--- src/rtl/pcie_c2h_dsc_ring.sv ---
// C2H descriptor-bypass stage: one descriptor per packet into the next host ring slot,
// then a zero-latency beat pass-through with slot-size truncation and host flow control.
module pcie_c2h_dsc_ring #(
  parameter int          DATA_WIDTH = 256,
  parameter logic [63:0] RING_BASE  = 64'h1_0000_0000,
  parameter int          SLOT_BYTES = 4096,
  parameter int          NUM_SLOTS  = 256,
  parameter int          IDX_W      = 16
) (
  input  logic                    user_clk_250,
  input  logic                    user_reset_250,
  input  logic                    s_tvalid,
  output logic                    s_tready,
  input  logic                    s_tlast,
  input  logic [DATA_WIDTH-1:0]   s_tdata,
  input  logic [DATA_WIDTH/8-1:0] s_tkeep,
  output logic                    m_tvalid,
  input  logic                    m_tready,
  output logic                    m_tlast,
  output logic [DATA_WIDTH-1:0]   m_tdata,
  output logic [DATA_WIDTH/8-1:0] m_tkeep,
  output logic                    dsc_load,
  input  logic                    dsc_ready,
  output logic [63:0]             dsc_dst_addr,
  output logic [63:0]             dsc_src_addr,
  output logic [27:0]             dsc_len,
  output logic [15:0]             dsc_ctl,
  input  logic [IDX_W-1:0]        cons_idx,
  output logic [IDX_W-1:0]        prod_idx,
  output logic [15:0]             ovf_cnt
);

  localparam int MAX_BEATS  = SLOT_BYTES / (DATA_WIDTH / 8);
  localparam int BEAT_W     = (MAX_BEATS > 1) ? $clog2(MAX_BEATS) : 1;
  localparam int SLOT_W     = (NUM_SLOTS > 1) ? $clog2(NUM_SLOTS) : 1;
  localparam int SLOT_SHIFT = $clog2(SLOT_BYTES);

  typedef enum logic [1:0] {IDLE, DSC, DATA, DROP} state_t;

  state_t            state_q, state_d;
  logic [IDX_W-1:0]  prod_idx_q, prod_idx_d;
  logic [15:0]       ovf_cnt_q, ovf_cnt_d;
  logic [BEAT_W-1:0] beat_cnt_q, beat_cnt_d;

  logic [IDX_W-1:0]  occupancy;
  logic              full;
  logic [SLOT_W-1:0] slot;
  logic              last_slot_beat;
  logic              beat_acc;

  // Modular occupancy keeps the full test correct across index wrap.
  assign occupancy      = prod_idx_q - cons_idx;
  assign full           = occupancy >= IDX_W'(NUM_SLOTS);
  assign slot           = prod_idx_q[SLOT_W-1:0];
  assign last_slot_beat = beat_cnt_q == BEAT_W'(MAX_BEATS - 1);
  assign beat_acc       = s_tvalid && m_tready;

  assign dsc_load     = state_q == DSC;
  assign dsc_dst_addr = RING_BASE + (64'(slot) << SLOT_SHIFT);
  assign dsc_src_addr = 64'd0;
  assign dsc_len      = 28'(SLOT_BYTES);
  assign dsc_ctl      = 16'd0;

  assign m_tvalid = (state_q == DATA) && s_tvalid;
  assign m_tlast  = (state_q == DATA) && (s_tlast || last_slot_beat);
  assign m_tdata  = s_tdata;
  assign m_tkeep  = s_tkeep;
  assign s_tready = (state_q == DATA) ? m_tready : (state_q == DROP);

  assign prod_idx = prod_idx_q;
  assign ovf_cnt  = ovf_cnt_q;

  always_comb begin
    state_d    = state_q;
    prod_idx_d = prod_idx_q;
    ovf_cnt_d  = ovf_cnt_q;
    beat_cnt_d = beat_cnt_q;
    case (state_q)
      IDLE: begin
        beat_cnt_d = '0;
        if (s_tvalid && !full) state_d = DSC;
      end
      DSC: begin
        if (dsc_ready) state_d = DATA;
      end
      DATA: begin
        if (beat_acc) begin
          if (s_tlast) begin
            prod_idx_d = prod_idx_q + 1'b1;
            state_d    = IDLE;
          end else if (last_slot_beat) begin
            prod_idx_d = prod_idx_q + 1'b1;
            if (ovf_cnt_q != 16'hFFFF) ovf_cnt_d = ovf_cnt_q + 16'd1;
            state_d    = DROP;
          end else begin
            beat_cnt_d = beat_cnt_q + 1'b1;
          end
        end
      end
      DROP: begin
        if (s_tvalid && s_tlast) state_d = IDLE;
      end
      default: state_d = IDLE;
    endcase
  end

  always_ff @(posedge user_clk_250) begin
    if (user_reset_250) begin
      state_q    <= IDLE;
      prod_idx_q <= '0;
      ovf_cnt_q  <= '0;
      beat_cnt_q <= '0;
    end else begin
      state_q    <= state_d;
      prod_idx_q <= prod_idx_d;
      ovf_cnt_q  <= ovf_cnt_d;
      beat_cnt_q <= beat_cnt_d;
    end
  end

endmodule

--- config.mk ---
export PLATFORM = sky130hd
export DESIGN_NAME = pcie_c2h_dsc_ring
export DESIGN_NICKNAME = d
export VERILOG_FILES = /design/src/rtl/pcie_c2h_dsc_ring.sv
export SDC_FILE = /design/constraint.sdc
export NUM_CORES = 1
export LEC_CHECK = 0
export ABC_AREA = 1
export BUFFER_PORTS_ARGS = -buffer_cell sky130_fd_sc_hd__buf_4
export CAP_MARGIN = 20
export CORE_AREA = 2 2 311 313
export CTS_BUF_LIST = sky130_fd_sc_hd__clkbuf_4 sky130_fd_sc_hd__clkbuf_8
export DETAILED_ROUTE_END_ITERATION = 16
export DIE_AREA = 0 0 313 315
export GPL_TIMING_DRIVEN = 0
export SYNTH_ARGS = -nofsm -noshare
export SYNTH_HDL_FRONTEND = slang
export SYNTH_SLANG_ARGS = --single-unit
--- constraint.sdc ---
create_clock -name user_clk_250 -period 3.4 [get_ports user_clk_250]
set_input_delay 0.34 -clock user_clk_250 [delete_from_list [all_inputs] [get_ports user_clk_250]]
set_output_delay 0.34 -clock user_clk_250 [all_outputs]
set_load 0.01 [all_outputs]
* Word level (Yosys, flattened, before mapping) *
Index checks and enable logic that the tools add are counted.
W data, S select, Z words.

cells by class
  add/subtract/negate cells = 5
  order comparisons = 1
  equal/unequal tests = 12
  muxes and demuxes = 14
  bitwise logic cells = 1
  reductions and logical operators = 14

operator list
  operator                  count
  $add A33 B20 Y34 const A  1
  $add A16 B1 Y16 const B   2
  $mux W16                  2
  $mux W7                   3
  $ge A16 B9 Y1 const B     1
  $ne A16 B16 Y1 const B    1
  $sub A16 B16 Y16          1
  $pmux W7 S2               1
  $mux W2                   6
  $reduce_and A5 Y1         2
  $ne A2 B2 Y1 const B      4
  $pmux W2 S4               1
  $add A7 B1 Y7 const B     1
  $eq A7 B7 Y1 const B      1
  $logic_and A1 B1 Y1       5
  $eq A2 B2 Y1 const B      2
  $ne A2 B1 Y1 const B      2
  $reduce_and A4 Y1         1
  $reduce_bool A2 Y1        2
  $ne A3 B3 Y1 const B      1
  $reduce_and A3 Y1         1
  $eq A2 B1 Y1 const B      1
  $logic_not A2 Y1          1
  $logic_not A1 Y1          1
  other kinds (3)           3

word-level totals
  bits in registers = 41
  output and inout bits = 496

* Logic depth before layout (Yosys ltp) *
  depth after elaboration = 6
  mapped depth = 18

* Least setup slack after synthesis *
No wires, ideal clock.

  path type = reg2reg
  from = register prod_idx_q[5] (netlist: prod_idx[5])
  to = register state_q[0]
  setup time = 115 ps
  data arrival time = 1762 ps
  slack = 1523 ps
  cell stages (with the launch flop) = 15
  path buffers = 0
  clock period less this slack = 1877 ps
  path through = dfxtp_1 -> ha_1 -> nand2_1 -> nor2_1 -> and2_1 -> nand2_1 -> nand3_1 -> nand2_1 -> nand3_1 -> nor2_1 -> nand3_1 -> nand2_1 -> nand3_1 -> nand2_1 -> nor2_1

on the way
  word-level cells in the longest chain between the ends = 6

ends and longest elaborated chain
  item                         RTL line  source
  from (decl)                  41        logic [IDX_W-1:0] prod_idx_q, prod_idx_d;
  from (signal assigned)       115       prod_idx_q <= prod_idx_d;
  $sub A16 B16 Y16             52        assign occupancy = prod_idx_q - cons_idx;
  $ge A16 B9 Y1                53        assign full = occupancy >= IDX_W'(NUM_SLOTS);
  $logic_not A1 Y1             81        if (s_tvalid && !full) state_d = DSC;
  $logic_and A1 B1 Y1          81
  $ne A2 B2 Y1 (no line)       n/a
  $reduce_and A5 Y1 (no line)  n/a
  to (signal assigned)         114       state_q <= state_d;
  to (decl)                    40        state_t state_q, state_d;

Every way passes these cells.
A chain may end at the register's enable or synchronous reset.

* Worst setup path after layout *
  from = register prod_idx_q[0] (netlist: prod_idx[0])
  to = register state_q[0]

Same word-level chain as after synthesis.

==> results.yml <==
logic_synthesis:
  yosys.area_share.simple_pct: 20.4
  synth_seq_cells: 41
  synthCells: 988
  synth_enable_flop_cells: 0
  synthAdderAreaFrac_pct: 3.38
  ys_warn_count: 0
  netlist_area_um2: 6670
  yosysSeqAreaShare_pct: 12.3
  synth_xor_area_share_pct: 1.18
  synth.distinct_cells: 36
  synth_area_per_cell_um2: 6.75
  synth_compound_area_share_pct: 4.99
  synthArstFlopShare_pct: 0
  synth_flop_cell: "dfxtp_1"
  synthMuxAreaShare_pct: 0
  synth_top_family_by_area: "buffers and inverters"
timing:
  finalCritPeriodShare_pct: 77.8
  worst_clock_skew_ps: 7.01
  grt_setup_unrepaired: "no"
  max_freq_ghz: 0.378
  holdWs_ps: 490
  slew_headroom_pct: 54.5
  worstMarginPinSlew_ps: 681
  tns_ps: 0
  fin_crit_ps: 2650
  finalSetupViolCount: 0
  slew_violations: 0
  hold_viol: 0
final_layout:
  finish.instance_area_um2: 11600
  regArea_um2: 821
  nets: 1837
  multi_input_area_um2: 2620
  syn2layout_area_growth_pct: 74.2
  drive_above_1_share_pct: 56.5
  instances_no_fill: 2791
  num-fill-cells: 11100
flow_run:
  drv_cap: 0
die:
  die_y_um: 315
  dieArea_um2: 98600
  start_util_pct: 6.97
  die_x_um: 313
  num_rows: 114
  ios: 806
  core-area_um2: 95700
clocking:
  clk_pin_slew_ps: 80
  cts_max_level: 2
  ctsHoldBuffers: 0
  clockBufferDepth: 2
  ctsResizeCount: 0
  cts_setup_buffers: 0
  cts_tree: "yes"
  cts-root-buf: "clkbuf_8"
  cts_inserted_buffers: 5
  clock_sinks: 41
  clock_latency_ps: 290
worst_setup_path:
  max_stage_delay_ps: 750
  required_ps: 3590
  critical_path.max_fanout: 4
  arrival_ps: 2840
  endpoint_kind: "flip-flop"
  crit_top_cell: "nand2_1"
  crit_path_start_kind: "flip-flop"
  path_class: "reg -> reg"
  path_buf_inv: 2
  critPathTopFamily: "simple AND/OR/NAND/NOR gates"
  critPathSlowestCell: "dfxtp_1"
  cp_cell_sequence: "inv_1 > ha_1 > inv_1 > nand2_1 > nand2_1 > nand2_1 > nand2_1 > nand2_1 > nand3_1 > nand2_1 > nor2_1 > nand2_1 > nor2_1 > nand3_1 > nand2_1 > nand3_1 > nand2_1 > nor2_1"
route:
  first_pass_iters: 5
  drc: 0
  routed_wl_um: 43200
  post_drt_via_cell_ratio: 2.48
  drtIter0Drc: 285
  num_vias: 6915
  antenna_left: 0
  wl_per_cell_um: 15.5
global_routing:
  grt_max_degree: 12
  grt_pass1_wl_um: 52300
  overflow: 0
  track_usage_pct: 8.01
  antenna_found_initial: 42
  grt_pass1_vias: 5928
pwr:
  pwr_density_cell_nw_per_um2: 159
  p_total_uw: 1850
  ir_drop_v: 0.000127
  p_leak_uw: 0.00614
placed_design:
  gp_congestion: 0.817
  io_buffers: 352
  dp.cells: 2778
  place_area_um2: 11500
  hpwl_um: 41500
min_path:
  worstHoldPathType: "reg -> reg"
outcome:
  outcome: "finished clean"
[cell usage after synthesis, types with 2 or more instances]
cell type / number / area (um^2)
o21ai_1: 4 / 20.0
inv_2: 2 / 7.51
dfxtp_1: 41 / 821
o21a_1: 4 / 30.0
nor3_1: 15 / 75.1
nor2_2: 4 / 25.0
conb_1: 2 / 7.51
o21ai_0: 15 / 75.1
xnor2_1: 2 / 17.5
ha_1: 18 / 225
nand2_1: 143 / 537
a21oi_1: 37 / 185
nor3b_1: 2 / 15.0
nand3_1: 26 / 130
xor2_1: 7 / 61.3
nand4_1: 11 / 68.8
nand2_2: 8 / 50.1
nor2_4: 6 / 67.6
clkbuf_1: 2 / 7.51
and2_1: 3 / 18.8
nand3_2: 2 / 20.0
nor3_2: 4 / 40.0
nor3b_2: 2 / 25.0
nor2_1: 57 / 214
buf_4: 460 / 3450
nor4_1: 4 / 25.0
clkinv_1: 2 / 7.51
or2_2: 2 / 12.5
inv_1: 96 / 360
[placed cells by master (no fill, tap or decap), types with 3 or more instances in the layout]
master / n
a21oi_1: 37
o21a_1: 4
xor2_1: 7
nor2_2: 4
dfxtp_1: 41
and2_1: 3
nor2_4: 6
clkbuf_8: 6
nand2_1: 143
buf_4: 812
ha_1: 18
diode_2: 6
o21ai_0: 15
nand4_1: 11
nor3_2: 4
inv_1: 96
nand2_2: 8
nor2_1: 57
nand3_1: 26
nor3_1: 15
nor4_1: 4
conb_1: 164
o21ai_1: 4
[layer usage]
metal	up-vias	part of all wire, %	wire length [um]	global-route usage [%]
met2	458	47	20400	13.7
met1	2910	38	16500	9.24
met4	20	0.68	293	0.359
li1	3468	-	-	-
met5	-	0.28	119	0
met3	59	14	5920	4.22
[state kept, by name, summed over array words and instances (netlist names)]
register	flops
beat_cnt_q	7
ovf_cnt	16
prod_idx	16
state_q	2
[where the power goes]
group	switching [uW]	leakage [uW]	internal [uW]
logic	439	0.00576	582
registers	4.65	0.000330	482
clock network	168	0.0000478	169
[worst reg2reg max path, delay by kind of cell, from the launching register on]
kind | cells | cell delay (ps)
adder cells (fa/ha/maj) | 1 | 250
flip-flops | 1 | 750
buffers and inverters | 2 | 310
AND/OR/NAND/NOR | 15 | 1240
[cell families (layout without fill, tap and decap cells)]
family | count (synthesis) | count (layout)
and+or+nand+nor | 292 | 292
buffers and inverters | 563 | 922
DFF | 41 | 41
other | 2 | 170
adders and majority gates | 18 | 18
xor gates and xnor gates | 9 | 9
AOI/OAI and AO/OA | 63 | 63
[cell type report]
cell class | instances | area share (%)
buffer | 463 | 29.8
antenna | 6 | 0.129
timing repair buffer | 352 | 22.7
inverter | 100 | 3.23
multi-input combinational | 546 | 22.5
tap | 1276 | 13.7
clock buffer | 7 | 0.775
sequential | 41 | 7.06
[through the flow]
| step | setup slack, ps | util [%] |
|---|---|---|
| 2_1_floorplan | 1520 | - |
| 6_report | 754 | 12.1 |
| 5_1_grt | 493 | 12.1 |
| 3_3_place_gp | 797 | 12.0 |
| 4_1_cts | 779 | 12.1 |
| 3_5_place_dp | 792 | 12.0 |
[path summary, 6_finish.rpt]
path	startpoint	endpoint	slack, ps	depth (start not counted)
setup reg to reg	prod_idx[0]	state_q[0]	750	18
hold / removal	beat_cnt_q[1]	beat_cnt_q[1]	490	2
setup / recovery	prod_idx[0]	state_q[0]	750	18
hold reg to reg	beat_cnt_q[1]	beat_cnt_q[1]	490	2
Note: power is estimated with default switching activity, not from simulation.
